File: config.mk
export PLATFORM = sky130hd
export DESIGN_NAME = id_stage_ctrl
export DESIGN_NICKNAME = d
export VERILOG_FILES = /design/src/rtl/id_stage_ctrl_pkg.sv /design/src/rtl/id_stage_ctrl_src_use.sv /design/src/rtl/id_stage_ctrl.sv
export SDC_FILE = /design/constraint.sdc
export NUM_CORES = 1
export LEC_CHECK = 0
export ABC_CLOCK_PERIOD_IN_PS = 4100
export BUFFER_PORTS_ARGS = -buffer_cell sky130_fd_sc_hd__buf_4
export CORE_MARGIN = 2
export CORE_UTILIZATION = 40
export DETAILED_ROUTE_END_ITERATION = 8
export GPL_TIMING_DRIVEN = 1
export PLACE_DENSITY_LB_ADDON = 0.2
export RECOVER_POWER = 25
export SLEW_MARGIN = 40
export SYNTH_ARGS = -nofsm -noshare
export SYNTH_HDL_FRONTEND = slang
export SYNTH_HIERARCHICAL = 1
export SYNTH_SLANG_ARGS = --single-unit
File: constraint.sdc
create_clock -name clk -period 4.1 [get_ports clk]
set_input_delay 0 -clock clk [delete_from_list [all_inputs] [get_ports clk]]
set_output_delay 0 -clock clk [all_outputs]
set_load 0.01 [all_outputs]
File: src/rtl/id_stage_ctrl_pkg.sv
`default_nettype none
// +------------------------------------------------------------------+
// | Module  : id_stage_ctrl_pkg                                      |
// | Brief   : RV32I opcodes, NOP encoding and decode-stage FSM states |
// | Rev     : 1.0  initial release                                   |
// +------------------------------------------------------------------+
package id_stage_ctrl_pkg;

    localparam logic [6:0] R_TYPE = 7'b0110011;
    localparam logic [6:0] I_TYPE = 7'b0010011;
    localparam logic [6:0] LOAD   = 7'b0000011;
    localparam logic [6:0] S_TYPE = 7'b0100011;
    localparam logic [6:0] B_TYPE = 7'b1100011;
    localparam logic [6:0] JAL    = 7'b1101111;
    localparam logic [6:0] JALR   = 7'b1100111;
    localparam logic [6:0] LUI    = 7'b0110111;
    localparam logic [6:0] AUIPC  = 7'b0010111;

    // ADDI x0, x0, 0
    localparam logic [31:0] NOP_INSTR = 32'h0000_0013;

    typedef enum logic [1:0] {
        ST_RUN   = 2'd0,
        ST_STALL = 2'd1,
        ST_DROP  = 2'd2
    } id_state_e;

endpackage : id_stage_ctrl_pkg
`default_nettype wire

File: src/rtl/id_stage_ctrl_src_use.sv
`default_nettype none
// +------------------------------------------------------------------+
// | Module  : id_src_use                                             |
// | Brief   : Extracts rs1/rs2 fields and whether each is really read |
// | Rev     : 1.0  initial release                                   |
// +------------------------------------------------------------------+
module id_src_use
    import id_stage_ctrl_pkg::*;
(
    input  logic [31:0] instr_i,
    output logic        use_rs1_o,
    output logic        use_rs2_o,
    output logic [4:0]  rs1_o,
    output logic [4:0]  rs2_o
);

    logic [6:0] w_opcode;
    logic       w_unused_bits;

    assign w_opcode      = instr_i[6:0];
    assign rs1_o         = instr_i[19:15];
    assign rs2_o         = instr_i[24:20];
    assign w_unused_bits = ^{instr_i[31:25], instr_i[14:7]};

    // Only U-type and JAL lack rs1; only R/S/B formats carry a real rs2
    always_comb begin
        use_rs1_o = 1'b1;
        use_rs2_o = 1'b0;
        case (w_opcode)
            LUI, AUIPC, JAL: use_rs1_o = 1'b0;
            default:         use_rs1_o = 1'b1;
        endcase
        case (w_opcode)
            R_TYPE, S_TYPE, B_TYPE: use_rs2_o = 1'b1;
            default:                use_rs2_o = 1'b0;
        endcase
    end

endmodule : id_src_use
`default_nettype wire

File: src/rtl/id_stage_ctrl.sv
`default_nettype none
// +------------------------------------------------------------------+
// | Module  : id_stage_ctrl                                          |
// | Brief   : IF/ID register, load-use stall, redirect squash and    |
// |           saturating stall/flush performance counters            |
// | Rev     : 1.0  initial release                                   |
// +------------------------------------------------------------------+
module id_stage_ctrl
    import id_stage_ctrl_pkg::*;
#(
    parameter int REDIRECT_BUBBLES = 1,
    parameter int PERF_W           = 16
) (
    input  logic              clk,
    input  logic              rst,
    input  logic              if_valid_i,
    input  logic [31:0]       if_pc_i,
    input  logic [31:0]       if_instr_i,
    output logic              if_ready_o,
    input  logic              ex_ready_i,
    input  logic              ex_is_load_i,
    input  logic [4:0]        ex_rd_i,
    input  logic              ex_redirect_i,
    output logic              id_valid_o,
    output logic [31:0]       id_pc_o,
    output logic [31:0]       id_instr_o,
    output logic [PERF_W-1:0] stall_cnt_o,
    output logic [PERF_W-1:0] flush_cnt_o
);

    localparam logic [1:0] DROP_LOAD = 2'(REDIRECT_BUBBLES);

    id_state_e         state_q;
    logic              id_valid_q;
    logic [31:0]       id_pc_q;
    logic [31:0]       id_instr_q;
    logic [1:0]        drop_cnt_q;
    logic [PERF_W-1:0] stall_cnt_q, stall_cnt_d;
    logic [PERF_W-1:0] flush_cnt_q, flush_cnt_d;

    logic              w_use_rs1, w_use_rs2;
    logic [4:0]        w_rs1, w_rs2;
    logic              w_hazard;
    logic              w_fire;
    logic              w_if_beat;

    id_src_use u_src_use (
        .instr_i   (id_instr_q),
        .use_rs1_o (w_use_rs1),
        .use_rs2_o (w_use_rs2),
        .rs1_o     (w_rs1),
        .rs2_o     (w_rs2)
    );

    // Load-use hazard: the ID instruction reads the register a load in EX is still fetching
    assign w_hazard = id_valid_q & ex_is_load_i & (ex_rd_i != 5'd0) &
                      ((w_use_rs1 & (w_rs1 == ex_rd_i)) | (w_use_rs2 & (w_rs2 == ex_rd_i)));
    assign w_fire     = id_valid_q & ex_ready_i & ~w_hazard;
    assign if_ready_o = ~rst & (state_q != ST_DROP) & (~id_valid_q | w_fire);
    assign w_if_beat  = if_valid_i & if_ready_o;

    assign id_valid_o  = id_valid_q;
    assign id_pc_o     = id_pc_q;
    assign id_instr_o  = id_instr_q;
    assign stall_cnt_o = stall_cnt_q;
    assign flush_cnt_o = flush_cnt_q;

    // Control FSM, drop counter and IF/ID pipeline register (redirect squashes everything)
    always_ff @(posedge clk) begin
        if (rst) begin
            state_q    <= ST_RUN;
            id_valid_q <= 1'b0;
            id_pc_q    <= 32'd0;
            id_instr_q <= NOP_INSTR;
            drop_cnt_q <= 2'd0;
        end else begin
            if (ex_redirect_i) begin
                id_valid_q <= 1'b0;
                id_instr_q <= NOP_INSTR;
            end else if (w_if_beat) begin
                id_valid_q <= 1'b1;
                id_pc_q    <= if_pc_i;
                id_instr_q <= if_instr_i;
            end else if (w_fire) begin
                id_valid_q <= 1'b0;
                id_instr_q <= NOP_INSTR;
            end

            case (state_q)
                ST_RUN, ST_STALL: begin
                    if (ex_redirect_i) begin
                        state_q    <= ST_DROP;
                        drop_cnt_q <= DROP_LOAD;
                    end else if (w_hazard) begin
                        state_q <= ST_STALL;
                    end else begin
                        state_q <= ST_RUN;
                    end
                end
                ST_DROP: begin
                    if (ex_redirect_i) begin
                        drop_cnt_q <= DROP_LOAD;
                    end else if (drop_cnt_q <= 2'd1) begin
                        state_q    <= ST_RUN;
                        drop_cnt_q <= 2'd0;
                    end else begin
                        drop_cnt_q <= drop_cnt_q - 2'd1;
                    end
                end
                default: begin
                    state_q    <= ST_RUN;
                    drop_cnt_q <= 2'd0;
                end
            endcase
        end
    end

    // Saturating increments; a flush in the same cycle as a hazard is not a stall
    always_comb begin
        stall_cnt_d = stall_cnt_q;
        flush_cnt_d = flush_cnt_q;
        if (w_hazard && !ex_redirect_i && (stall_cnt_q != '1))
            stall_cnt_d = stall_cnt_q + PERF_W'(1);
        if (ex_redirect_i && (flush_cnt_q != '1))
            flush_cnt_d = flush_cnt_q + PERF_W'(1);
    end

    // Performance counter registers
    always_ff @(posedge clk) begin
        if (rst) begin
            stall_cnt_q <= '0;
            flush_cnt_q <= '0;
        end else begin
            stall_cnt_q <= stall_cnt_d;
            flush_cnt_q <= flush_cnt_d;
        end
    end

endmodule : id_stage_ctrl
`default_nettype wire

# Word level (Yosys, flattened, before mapping)
# Index checks and enable logic that the tools add are counted.
[op_classes]
bitwise = 16
n_reduce_logical = 13
muxes = 15
n_addsub = 3
eq_ne = 16
n_lt_le_gt_ge = 1
[op_table]
columns = ["cell", "count"]
rows = [
  ["$mux 32", 2],
  ["$add 16x1->16 const B", 2],
  ["$ne 16x16->1 const B", 2],
  ["$eq 7x6->1 const B", 3],
  ["$eq 7x7->1 const B", 2],
  ["$mux 2", 6],
  ["$and 1x1->1", 10],
  ["$eq 5x5->1", 2],
  ["$ne 2x2->1 const B", 4],
  ["$pmux 2 s2", 2],
  ["$eq 7x5->1 const B", 1],
  ["$reduce_or 3->1", 2],
  ["$mux 1", 5],
  ["$reduce_bool 5->1", 1],
  ["$not 1->1", 4],
  ["$reduce_and 2->1", 2],
  ["$reduce_or 2->1", 2],
  ["$logic_and 1x1->1", 3],
  ["$eq 2x1->1 const B", 1],
  ["$eq 2x2->1 const B", 1],
  ["$le 2x1->1 const B", 1],
  ["$logic_not 2->1", 1],
  ["$or 1x1->1", 2],
  ["$reduce_bool 2->1", 1],
  ["2 further kinds", 2],
]
[totals]
in_bits = 75
wordCells = 71
ff_bits = 101
output_inout_bits = 98

# Logic depth before layout (Yosys ltp)
# Gate-level depths: netlist of the first run.
[logic_depth]
word_depth = 12
mapped_depth = 9
ltp_nobuf = 7

# By module
# The synthesis of the first run kept the hierarchy.
[modules_own_cells]
columns = ["mod", "cells_per_inst", "instances", "area_each_um2", "seq_area_each_um2"]
rows = [
  ["id_stage_ctrl", 448, 1, 4043.9, 2021.9],
  ["id_src_use", 16, 1, 123.9, 0.0],
]

# Least setup slack after synthesis of the first run
# No wires, ideal clock.
[synth_timing]
path_type = "flip-flop to flip-flop"
startpoint = "register stall_cnt_q[0], in the netlist stall_cnt_o[0]"
endpoint = "register stall_cnt_q[15], in the netlist stall_cnt_o[15]"
path_stages_with_launch = 9
setup_ns = 0.121
arrival_time_ns = 2.112
n_path_buf = 1
t_required_ns = 3.979
slack_ns = 1.867
period_less_slack_ns = 2.233
cell_sequence = "dfxtp_1 -> ha_1 -> and4_1 -> a41oi_2 -> and4_1 -> nand3_1 -> clkbuf_1 -> nor3_1 -> mux2_2"
[synth_between]
elab_chain_len = 2
elab_cells_between_ends = 3
classes_between = "add/sub (1); eq/ne (1); reduce/logical (1)"
[synth_rtl]
columns = ["element", "line_no", "rtl"]
rows = [
  ["start: declaration", "id_stage_ctrl.sv:38", "logic [PERF_W-1:0] stall_cnt_q, stall_cnt_d;"],
  ["start signal: assignment", "id_stage_ctrl.sv:134", "stall_cnt_q <= stall_cnt_d;"],
  ["branches (longest 2 deep; another with $add 16x1->16)", "n/a", ""],
]
# Parallel ways; which one is timed is not known.
# A chain may end at the register's enable or synchronous reset.

# Final worst setup path of the first run
[layout_timing]
startpoint = "register id_instr_q[4], in the netlist id_instr_o[4]"
endpoint = "register id_instr_q[3], in the netlist id_instr_o[3]"
[layout_between]
elab_chain_len = 12
elab_cells_between_ends = 21
classes_between = "eq/ne (6); mux (3); bitwise (9); reduce/logical (3)"
[layout_rtl]
columns = ["element", "line_no", "rtl"]
rows = [
  ["start: declaration", "id_stage_ctrl.sv:36", "logic [31:0] id_instr_q;"],
  ["start signal: assignment", "id_stage_ctrl.sv:83", "id_instr_q <= if_instr_i;"],
  ["$eq 7x6->1, or another cell as far along", "id_stage_ctrl_src_use.sv:29", "case (w_opcode)"],
  ["$reduce_or 3->1 *", "id_stage_ctrl_src_use.sv:29", ""],
  ["$mux 1 *", "id_stage_ctrl_src_use.sv:29", ""],
  ["net w_use_rs1", "id_stage_ctrl.sv:41", "logic w_use_rs1, w_use_rs2;"],
  ["$and 1x1->1 *", "id_stage_ctrl.sv:57", "((w_use_rs1 & (w_rs1 == ex_rd_i)) | (w_use_rs2 & (w_rs2 == ex_rd_i)));"],
  ["$or 1x1->1 *", "id_stage_ctrl.sv:57", ""],
  ["$and 1x1->1 *", "id_stage_ctrl.sv:56", "assign w_hazard = id_valid_q & ex_is_load_i & (ex_rd_i != 5'd0) &"],
  ["$not 1->1 *", "id_stage_ctrl.sv:58", "assign w_fire = id_valid_q & ex_ready_i & ~w_hazard;"],
  ["$and 1x1->1 *", "id_stage_ctrl.sv:58", ""],
  ["$or 1x1->1", "id_stage_ctrl.sv:59", "assign if_ready_o = ~rst & (state_q != ST_DROP) & (~id_valid_q | w_fire);"],
  ["$and 1x1->1", "id_stage_ctrl.sv:59", ""],
  ["$and 1x1->1", "id_stage_ctrl.sv:60", "assign w_if_beat = if_valid_i & if_ready_o;"],
  ["$mux 32 / $reduce_bool 2->1 (equally long branches)", "n/a", ""],
]
# Mark *: on every way through the listed nets, which the timed path passes. The rest lies on a longest branch.

==> results.txt, run 1 <==
Rows: 37
Vias: 4,154
Int Power: 1.37 mW
leakage: 2.46 nW
Worst VDD drop: 0.000198 V
Post-CTS Setup Bufs: 0
crit start category: flip-flop
endpoint class of the critical path: flip-flop
Yosys reg bits: 101
Primary FF master, synth: dfxtp_1
GR Overflow Total: 0
vias per cell: 5.06
Worst-path clk slew: 0.10 ns
first-pass GRT wire length: 18,700 um
DRC errors left: 0
min-delay worst type: in2reg
hold slack: 0.0187 ns
CTS Root Cell: clkbuf_8
largest area contributor in the netlist: dfxtp_1
synth warn: 6
Die Height: 106 um
Detailed Route Iter0 Violations: 218
Yosys top cell area share: 48.5%
post-layout util: 59.6%
max incr delay on CP: 0.71 ns
Seq pwr share: 55.3%
CP dominant cell by count: nand2_1
Area contributors post-synth: dfxtp_1, nand2_1, a21oi_1, a22o_1, nor2_1
commonest cells in the netlist: dfxtp_1, nand2_1, a21oi_1
DR WL/cell: 14.4 um
Fin. Hold Viols: 0
io pins: 173
Initial DRT Pass Iterations: 5
Final Max Slew Viols: 0
post-DP HPWL: 7600 um
core area: 10,200 um2
initial antenna violation count: 0
crit-path leading delay family: compound AO/OA/AOI/OAI gates
setup TNS: 0 ns
Crit Path Class: reg2reg
Post-Route WL: 11,800 um
DIE AREA: 11,300 um2
Data required, critical path: 4.40 ns
slowest stage cell on the critical path: a311oi_4
slew margin rel.: 47.4%
CTS tree: built
largest net degree at the start of global routing: 78
RSZ-0062 raised after global routing: no
pwr dens: 303 nW/um2
Layout Nets: 757
Area Growth Syn to Fin: 46.4%
Clk pwr share: 32.1%
clock sink count: 101
layout cell share with drive strength beyond 1: 23.9%
H-tree lvl count: 3
total CTS buffers: 9
EDFF count, synth: 0
vias in the first global route: 3,971
Clock Path Buffers: 2
Switching Fraction: 26.2%
number of routed nets with antenna violations: 0
Port-buffer cells: 172
achievable frequency: 339 MHz
Final GP Congestion: 0.746
max-cap violation count: 0
cts repair resizes: 0
Worst Path Arrival: 3.25 ns
Psw: 0.484 mW
Post-Syn Area per Cell: 8.98 um2
post-synthesis cell type count: 48
worst-path cell chain: and4b_1 -> o2111ai_1 -> nand2_1 -> o22ai_2 -> nand2_1 -> a311oi_4 -> buf_4 -> a22o_2
syn nets: 541
status: finished, final reports clean
worst-margin pin slew: 0.789 ns
GRT Util Overall: 20.2%
diode count: 0
Final setup viols: 0
latest clock arrival within the worst-skew pair: 0.36 ns
min Tclk post-route: 2.95 ns
Setup Skew: 0.0112 ns
Starting Density: 40.7%
count leader, synth: dfxtp_1
Die W: 106 um
fin crit share: 71.9%
Syn Std Cell Area: 4170 um2
ys async rst share: 0%
CTS Hold Buffers Added: 64
Post-Syn Instances: 464
Comb pwr share: 12.6%
Seq/Total Area, Yosys: 48.5%
CP max FO: 20
WP buf/inv: 1
## flip-flops by register name (all words and copies together), names as in the netlist
signal	flops
drop_cnt_q	2
flush_cnt_o	16
id_instr_o	32
id_pc_o	32
id_valid_o	1
stall_cnt_o	16
state_q	2
## cells in the final DEF, fill, tap and decap left out, types with 10 or more instances in the layout
cell,n
buf_4,128
dfxtp_1,101
nand2_1,86
dlygate4sd3_1,64
a21oi_1,48
clkbuf_1,47
nor2_1,31
a22o_1,20
xnor2_1,13
o21ai_0,13
nand4_1,10
inv_1,10
## layer usage
layer  track usage [%]  vias to the layer above  wire (um)
met5                 0                        -          0
met4              5.73                        0        241
met3              5.46                       23        715
met2              35.5                      146       5670
met1              24.1                     1941       5200
li1                  -                     2044          -
## worst paths after layout
path	start	to	slack (ns)	cells past startpoint
max	id_instr_o[4]	id_instr_o[3]	1.15	8
min	ex_ready_i	id_valid_o	0.02	3
max reg2reg	id_instr_o[4]	id_instr_o[3]	1.15	8
min reg2reg	id_pc_o[17]	id_pc_o[17]	0.46	2
## worst min-delay path: cells and delay by family
kind / cells / cell delay, ns
simple gates: 1 / 0.07
buf+inv: 1 / 0.13
compound gates: 1 / 0.14
## per-stage QoR
stage	setup slack, ns	instance area [um2]	power (mW)	instances
floorplan	1.87	4170	1.13	464
global placement	1.33	5460	1.23	741
detailed placement	1.21	5460	1.23	741
CTS	1.19	6280	1.88	821
global route	0.941	6100	1.93	821
finish	1.15	6100	1.85	821
## cell families (layout without fill, tap and decap cells)
| logic type | count (synthesis) | after routing | synth area share [%] |
|---|---|---|---|
| fa+ha+maj | 2 | 2 | 0.600 |
| compound gates | 107 | 107 | 18.1 |
| mux | 3 | 3 | 0.781 |
| buf+inv | 44 | 265 | 6.03 |
| flops | 101 | 101 | 48.5 |
| xor+xnor | 22 | 22 | 4.62 |
| simple gates | 185 | 185 | 21.4 |
## area by class of cell
type / count / area [um2]
clock inverter: 7 / 57.6
fill: 917 / 4130
inverter: 10 / 37.5
tap: 136 / 170
timing repair buffer: 239 / 1780
multi-input combinational: 319 / 1910
clock buffer: 9 / 124
sequential: 101 / 2020
## power by group through the flow
stage / clock network (mW) / registers [mW] / logic [mW]
final: 0.594 / 1.02 / 0.233
after global routing: 0.652 / 1.03 / 0.251
after CTS: 0.616 / 1.02 / 0.241
after detailed placement: 0 / 1.04 / 0.190
after global placement: 0 / 1.04 / 0.188
after floorplan: 0 / 1.05 / 0.0790
Note: power is estimated with default switching activity, not from simulation.
==> inputs of run 2 (changes only) <==
--- a/config.mk
+++ b/config.mk
@@ -5,7 +5,8 @@
 export SDC_FILE = /design/constraint.sdc
 export NUM_CORES = 1
 export LEC_CHECK = 0
-export ABC_CLOCK_PERIOD_IN_PS = 4100
+export ABC_AREA = 1
+export ABC_CLOCK_PERIOD_IN_PS = 2700
 export BUFFER_PORTS_ARGS = -buffer_cell sky130_fd_sc_hd__buf_4
 export CORE_MARGIN = 2
 export CORE_UTILIZATION = 40
==> constraint.sdc (replaced) <==
create_clock -name clk -period 2.7 [get_ports clk]
set_input_delay 0 -clock clk [delete_from_list [all_inputs] [get_ports clk]]
set_output_delay 0 -clock clk [all_outputs]
set_load 0.01 [all_outputs]
==> run 2 against run 1 <==
Critical endpoint is now id_pc_o[9]. Total power grew 83%. Worst hold slack gained 0.10 ns. Critical path type unchanged. Non-clock buffer count grew 5.
==> results.txt, run 2 <==
initial antenna violation count: 0
Area contributors post-synth: dfxtp_1, nand2_1, nor2_1, inv_1, a21oi_1
Die Height: 116 um
slew margin rel.: 49.6%
count leader, synth: nand2_1
Post-Syn Area per Cell: 7.01 um2
Die W: 116 um
Seq/Total Area, Yosys: 40.2%
DRC errors left: 0
Critical R2R Launch: id_instr_o[0]
Worst Path Arrival: 2.56 ns
Clock Path Buffers: 2
Critical Path Start: id_instr_o[0]
Post-CTS Setup Bufs: 0
vias per cell: 4.89
Detailed Route Iter0 Violations: 475
reg-to-reg slack, setup: 0.38 ns
Layout Nets: 1,003
Final GP Congestion: 0.887
Syn Std Cell Area: 5030 um2
Primary FF master, synth: dfxtp_1
Post-Syn Instances: 717
area occupied by multi-input gates: 2400 um2
layout cell share with drive strength beyond 1: 19.0%
Post-Route WL: 14,700 um
Port-buffer cells: 172
Hold Crit Start: ex_is_load_i
vias in the first global route: 4,973
commonest cells in the netlist: nand2_1, nor2_1, dfxtp_1
storage element area: 2020 um2
clock sink count: 101
leading cell type in the layout, fill and taps excluded: nand2_1
Initial DRT Pass Iterations: 5
status: finished, final reports clean
Seq pwr share: 46.0%
Setup Skew: 0.00887 ns
Int Power: 2.57 mW
min Tclk post-route: 2.32 ns
Final setup viols: 0
fin crit share: 86.0%
Clk pwr share: 40.8%
Worst VDD drop: 0.000266 V
post-synthesis cell type count: 38
Rows: 40
setup TNS: 0 ns
DR WL/cell: 13.4 um
total CTS buffers: 9
Fin. Hold Viols: 0
largest area contributor in the netlist: dfxtp_1
first-pass GRT wire length: 23,200 um
pwr dens: 475 nW/um2
RSZ-0062 raised after global routing: no
ys async rst share: 0%
Starting Density: 41.3%
syn nets: 794
Vias: 5,376
CTS tree: built
Switching Fraction: 23.8%
Yosys top cell area share: 40.2%
post-DP HPWL: 9760 um
Fillers: 1,175
Crit Path Class: reg2reg
GRT Util Overall: 21.3%
Area Growth Syn to Fin: 41.5%
GR Overflow Total: 0
achievable frequency: 431 MHz
min-delay worst type: in2reg
Yosys reg bits: 101
Worst-path clk slew: 0.07 ns
Comb pwr share: 13.1%
EDFF count, synth: 0
synth warn: 6
crit start category: flip-flop
Data required, critical path: 2.93 ns
CP max FO: 64
Final Max Slew Viols: 0
hold slack: 0.122 ns
io pins: 173
worst-margin pin slew: 0.751 ns
most frequent cells in the layout: nand2_1, buf_4, nor2_1
number of routed nets with antenna violations: 0
CTS Root Cell: clkbuf_16
DIE AREA: 13,500 um2
latest clock arrival within the worst-skew pair: 0.34 ns
Psw: 0.805 mW
max-cap violation count: 0
largest net degree at the start of global routing: 65
core area: 12,200 um2
leakage: 3.09 nW
H-tree lvl count: 3
endpoint class of the critical path: flip-flop
==> run 2: cell types whose count changed in the layout (fill, tap and decap cells not counted), sizes merged, moves of 6 or more <==
cell	previous run	this run
nor3	5	15
o311ai	0	29
or4	7	0
inv	13	84
nor2	31	110
a22o	29	0
nand3	9	48
nand2	86	170
or3	8	0
xnor2	13	6
o21ai	13	19
a21oi	48	57
==> run 2: path summary, 6_finish.rpt <==
kind / to / depth (start not counted)
worst max-delay path: id_pc_o[9] / 15
worst min-delay path: state_q[0] / 5
worst max register to register: id_pc_o[9] / 15
worst min register to register: state_q[0] / 1
==> run 2: area by class of cell <==
type	count	share of cell area [%]
Tap cell	168	2.96
Sequential cell	101	28.4
Clock buffer	10	3.36
Timing Repair Buffer	244	25.8
Clock inverter	5	1.06
Multi-Input combinational cell	483	33.7
Antenna cell	1	0.0352
Inverter	87	4.59
==> run 2: layer usage <==
layer	wire [um]	vias up	share of wire, %	GRT usage (%)
met2	7290	158	50	37.8
li1	-	2721	-	-
met1	6350	2472	43	26.2
met4	330	0	2.2	7.70
met5	0	-	0	0
met3	723	25	4.9	3.32
==> run 2: critical path, cell delays in order, from the launching register on <==
cell and delay (ns):
dfxtp_1 0.37, nand2_1 0.10, nor3_1 0.15, and2_1 0.15
nand2_1 0.05, nor2_1 0.13, nand3_2 0.10, nand2_2 0.11
nand2_4 0.07, nand2_4 0.29, nand2_4 0.10, nand4_4 0.09
buf_12 0.26, nand2_1 0.09, nand2_1 0.08, nor2_2 0.04
==> run 2: logic make-up (layout without fill, tap and decap cells) <==
group / after synthesis / in the layout / share of synthesized area [%]
DFF: 101 / 101 / 40.2
buffers and inverters: 133 / 346 / 12.0
and+or+nand+nor: 363 / 363 / 32.2
AOI/OAI and AO/OA: 108 / 108 / 13.3
adders and majority gates: 2 / 2 / 0.498
xor gates and xnor gates: 10 / 10 / 1.74
other: 0 / 1 / 0
==> run 2: per-stage QoR <==
stage / utilization [%] / total power [mW] / instance area [um2] / std cells / setup slack (ns)
2_1_floorplan: - / 1.79 / 5030 / 717 / 0.922
3_3_place_gp: 52.0 / 1.97 / 6320 / 1017 / 0.546
3_5_place_dp: 52.0 / 1.97 / 6320 / 1017 / 0.424
4_1_cts: 60.0 / 3.44 / 7290 / 1098 / 0.405
5_1_grt: 58.5 / 3.54 / 7110 / 1098 / 0.119
6_report: 58.5 / 3.38 / 7110 / 1099 / 0.379
==> run 2: power by group through the flow <==
| stage | Sequential [mW] | Clock [mW] | Combinational (mW) |
|---|---|---|---|
| floorplan | 1.60 | 0 | 0.189 |
| global placement | 1.59 | 0 | 0.377 |
| detailed placement | 1.59 | 0 | 0.384 |
| CTS | 1.56 | 1.42 | 0.464 |
| global route | 1.56 | 1.49 | 0.490 |
| finish | 1.56 | 1.38 | 0.444 |
==> run 2: repair_timing <==
action / in CTS / in global routing
endpoints found under the hold margin: 78 / 0
hold buffers: 66 / 0
resized for setup: 0 / 0
==> inputs of run 3 (changes only) <==
--- a/config.mk
+++ b/config.mk
@@ -14,6 +14,7 @@
 export GPL_TIMING_DRIVEN = 1
 export PLACE_DENSITY_LB_ADDON = 0.2
 export RECOVER_POWER = 25
+export REMOVE_ABC_BUFFERS = 1
 export SLEW_MARGIN = 40
 export SYNTH_ARGS = -nofsm -noshare
 export SYNTH_HDL_FRONTEND = slang
==> run 3 against run 2 <==
Die area is the same. Clock skew is essentially flat. Sequential cell count is the same. Critical endpoint is now if_ready_o. Combinational power is essentially flat. Sequential share of layout area shrank 0.065 points.
==> results.txt, run 3 (synthesis gave the netlist of run 2 again) <==
status: finished, final reports clean
GR Overflow Total: 0
achievable frequency: 395 MHz
first-pass GRT wire length: 23,200 um
most frequent cells in the layout: nand2_1, buf_4, nor2_1
Seq pwr share: 45.2%
CTS Root Cell: clkbuf_16
Area Growth Syn to Fin: 41.8%
worst-margin pin slew: 0.849 ns
max-cap violation count: 0
fin crit share: 93.7%
Clk pwr share: 42.0%
DRC errors left: 0
Final Max Slew Viols: 0
max incr delay on CP: 0.35 ns
GRT Util Overall: 21.3%
Vias: 5,356
Comb pwr share: 12.8%
RSZ-0062 raised after global routing: no
endpoint class of the critical path: primary output
DIE AREA: 13,500 um2
diode count: 0
Detailed Route Iter0 Violations: 395
min-delay worst type: in2reg
leakage: 3.10 nW
post-layout util: 58.6%
Int Power: 2.63 mW
crit start category: flip-flop
DR WL/cell: 13.2 um
leading cell type in the layout, fill and taps excluded: nand2_1
min Tclk post-route: 2.53 ns
hold path depth: 5
FF-to-FF path depth: 16
Setup Skew: 0.00908 ns
core area: 12,200 um2
Worst Path Arrival: 2.53 ns
Clock Path Buffers: 2
Die Height: 116 um
H-tree lvl count: 3
Final setup viols: 0
cts repair resizes: 0
Worst-path clk slew: 0.07 ns
Post-Route WL: 14,500 um
Port-buffer cells: 172
Worst VDD drop: 0.000373 V
setup TNS: 0 ns
post-DP HPWL: 9630 um
vias in the first global route: 5,026
Layout Nets: 1,004
slew margin rel.: 43.3%
largest net degree at the start of global routing: 36
Rows: 40
setup ws final: 0.169 ns
Final GP Congestion: 0.891
pwr dens: 483 nW/um2
Psw: 0.817 mW
Post-CTS Setup Bufs: 0
io pins: 173
worst-path cell chain: nand2_1 -> nor3_1 -> and2_1 -> nand2_1 -> nor2_1 -> nand3_2 -> nand2_2 -> nand2_4 -> nand2_4 -> buf_4 -> a21oi_4 -> buf_4 -> buf_4
CTS tree: built
CTS Hold Buffers Added: 66
initial antenna violation count: 0
Initial DRT Pass Iterations: 4
pre-CTS WS: 0.401 ns
slowest stage cell on the critical path: dfxtp_1
vias per cell: 4.87
Starting Density: 41.3%
clock sink count: 101
Fin. Hold Viols: 0
Data required, critical path: 2.70 ns
Crit Path Class: reg2out
number of routed nets with antenna violations: 0
layout cell share with drive strength beyond 1: 19.2%
Die W: 116 um
Switching Fraction: 23.7%
CP dominant cell by count: buf_4
latest clock arrival within the worst-skew pair: 0.36 ns
total CTS buffers: 9
CP max FO: 33
run 3: worst max-delay path: cells and delay by family (launching register included):
family | cells | cell delay [ns]
AO/OA/AOI/OAI | 1 | 0.07
buffers and inverters | 3 | 0.72
AND/OR/NAND/NOR | 9 | 1.03
flip-flops | 1 | 0.35
run 3: worst paths after layout:
path / startpoint / endpoint / slack (ns)
worst min-delay path: ex_is_load_i / state_q[0] / 0.08
worst min register to register: flush_cnt_o[14] / flush_cnt_o[14] / 0.49
worst max-delay path: id_instr_o[0] / if_ready_o / 0.17
worst max register to register: id_instr_o[2] / id_pc_o[20] / 0.37
run 3: routing by layer:
metal  routed length (um)  up-vias  GRT usage [%]
met5                    0        -              0
met4                  311        0           6.75
met3                  788       28           5.35
met2                 7430      156           37.5
met1                 6020     2451           25.6
li1                     -     2721              -
run 3: power by group through the flow:
stage	clock (mW)	sequential, mW	combinational [mW]
finish	1.45	1.56	0.442
global route	1.54	1.56	0.486
CTS	1.49	1.56	0.459
detailed placement	0	1.59	0.380
global placement	0	1.59	0.375
floorplan	0	1.60	0.151
run 3: stage by stage:
step | instances | total power, mW | hold slack (ns) | instance area [um2]
6_report | 1099 | 3.45 | 0.0763 | 7130
3_5_place_dp | 1018 | 1.97 | 0.230 | 6310
5_1_grt | 1099 | 3.59 | 0.0929 | 7130
4_1_cts | 1099 | 3.51 | 0.0667 | 7310
2_1_floorplan | 671 | 1.76 | 0.0691 | 4750
3_3_place_gp | 1018 | 1.96 | 0.223 | 6310
run 3: layout make-up:
cell class                 instances  area (um2)
fill                            1185        5030
multi-input combinational        483        2400
sequential                       101        2020
timing repair buffer             245        1840
inverter                          87         327
clock buffer                      12         267
tap                              168         210
clock inverter                     3        67.6
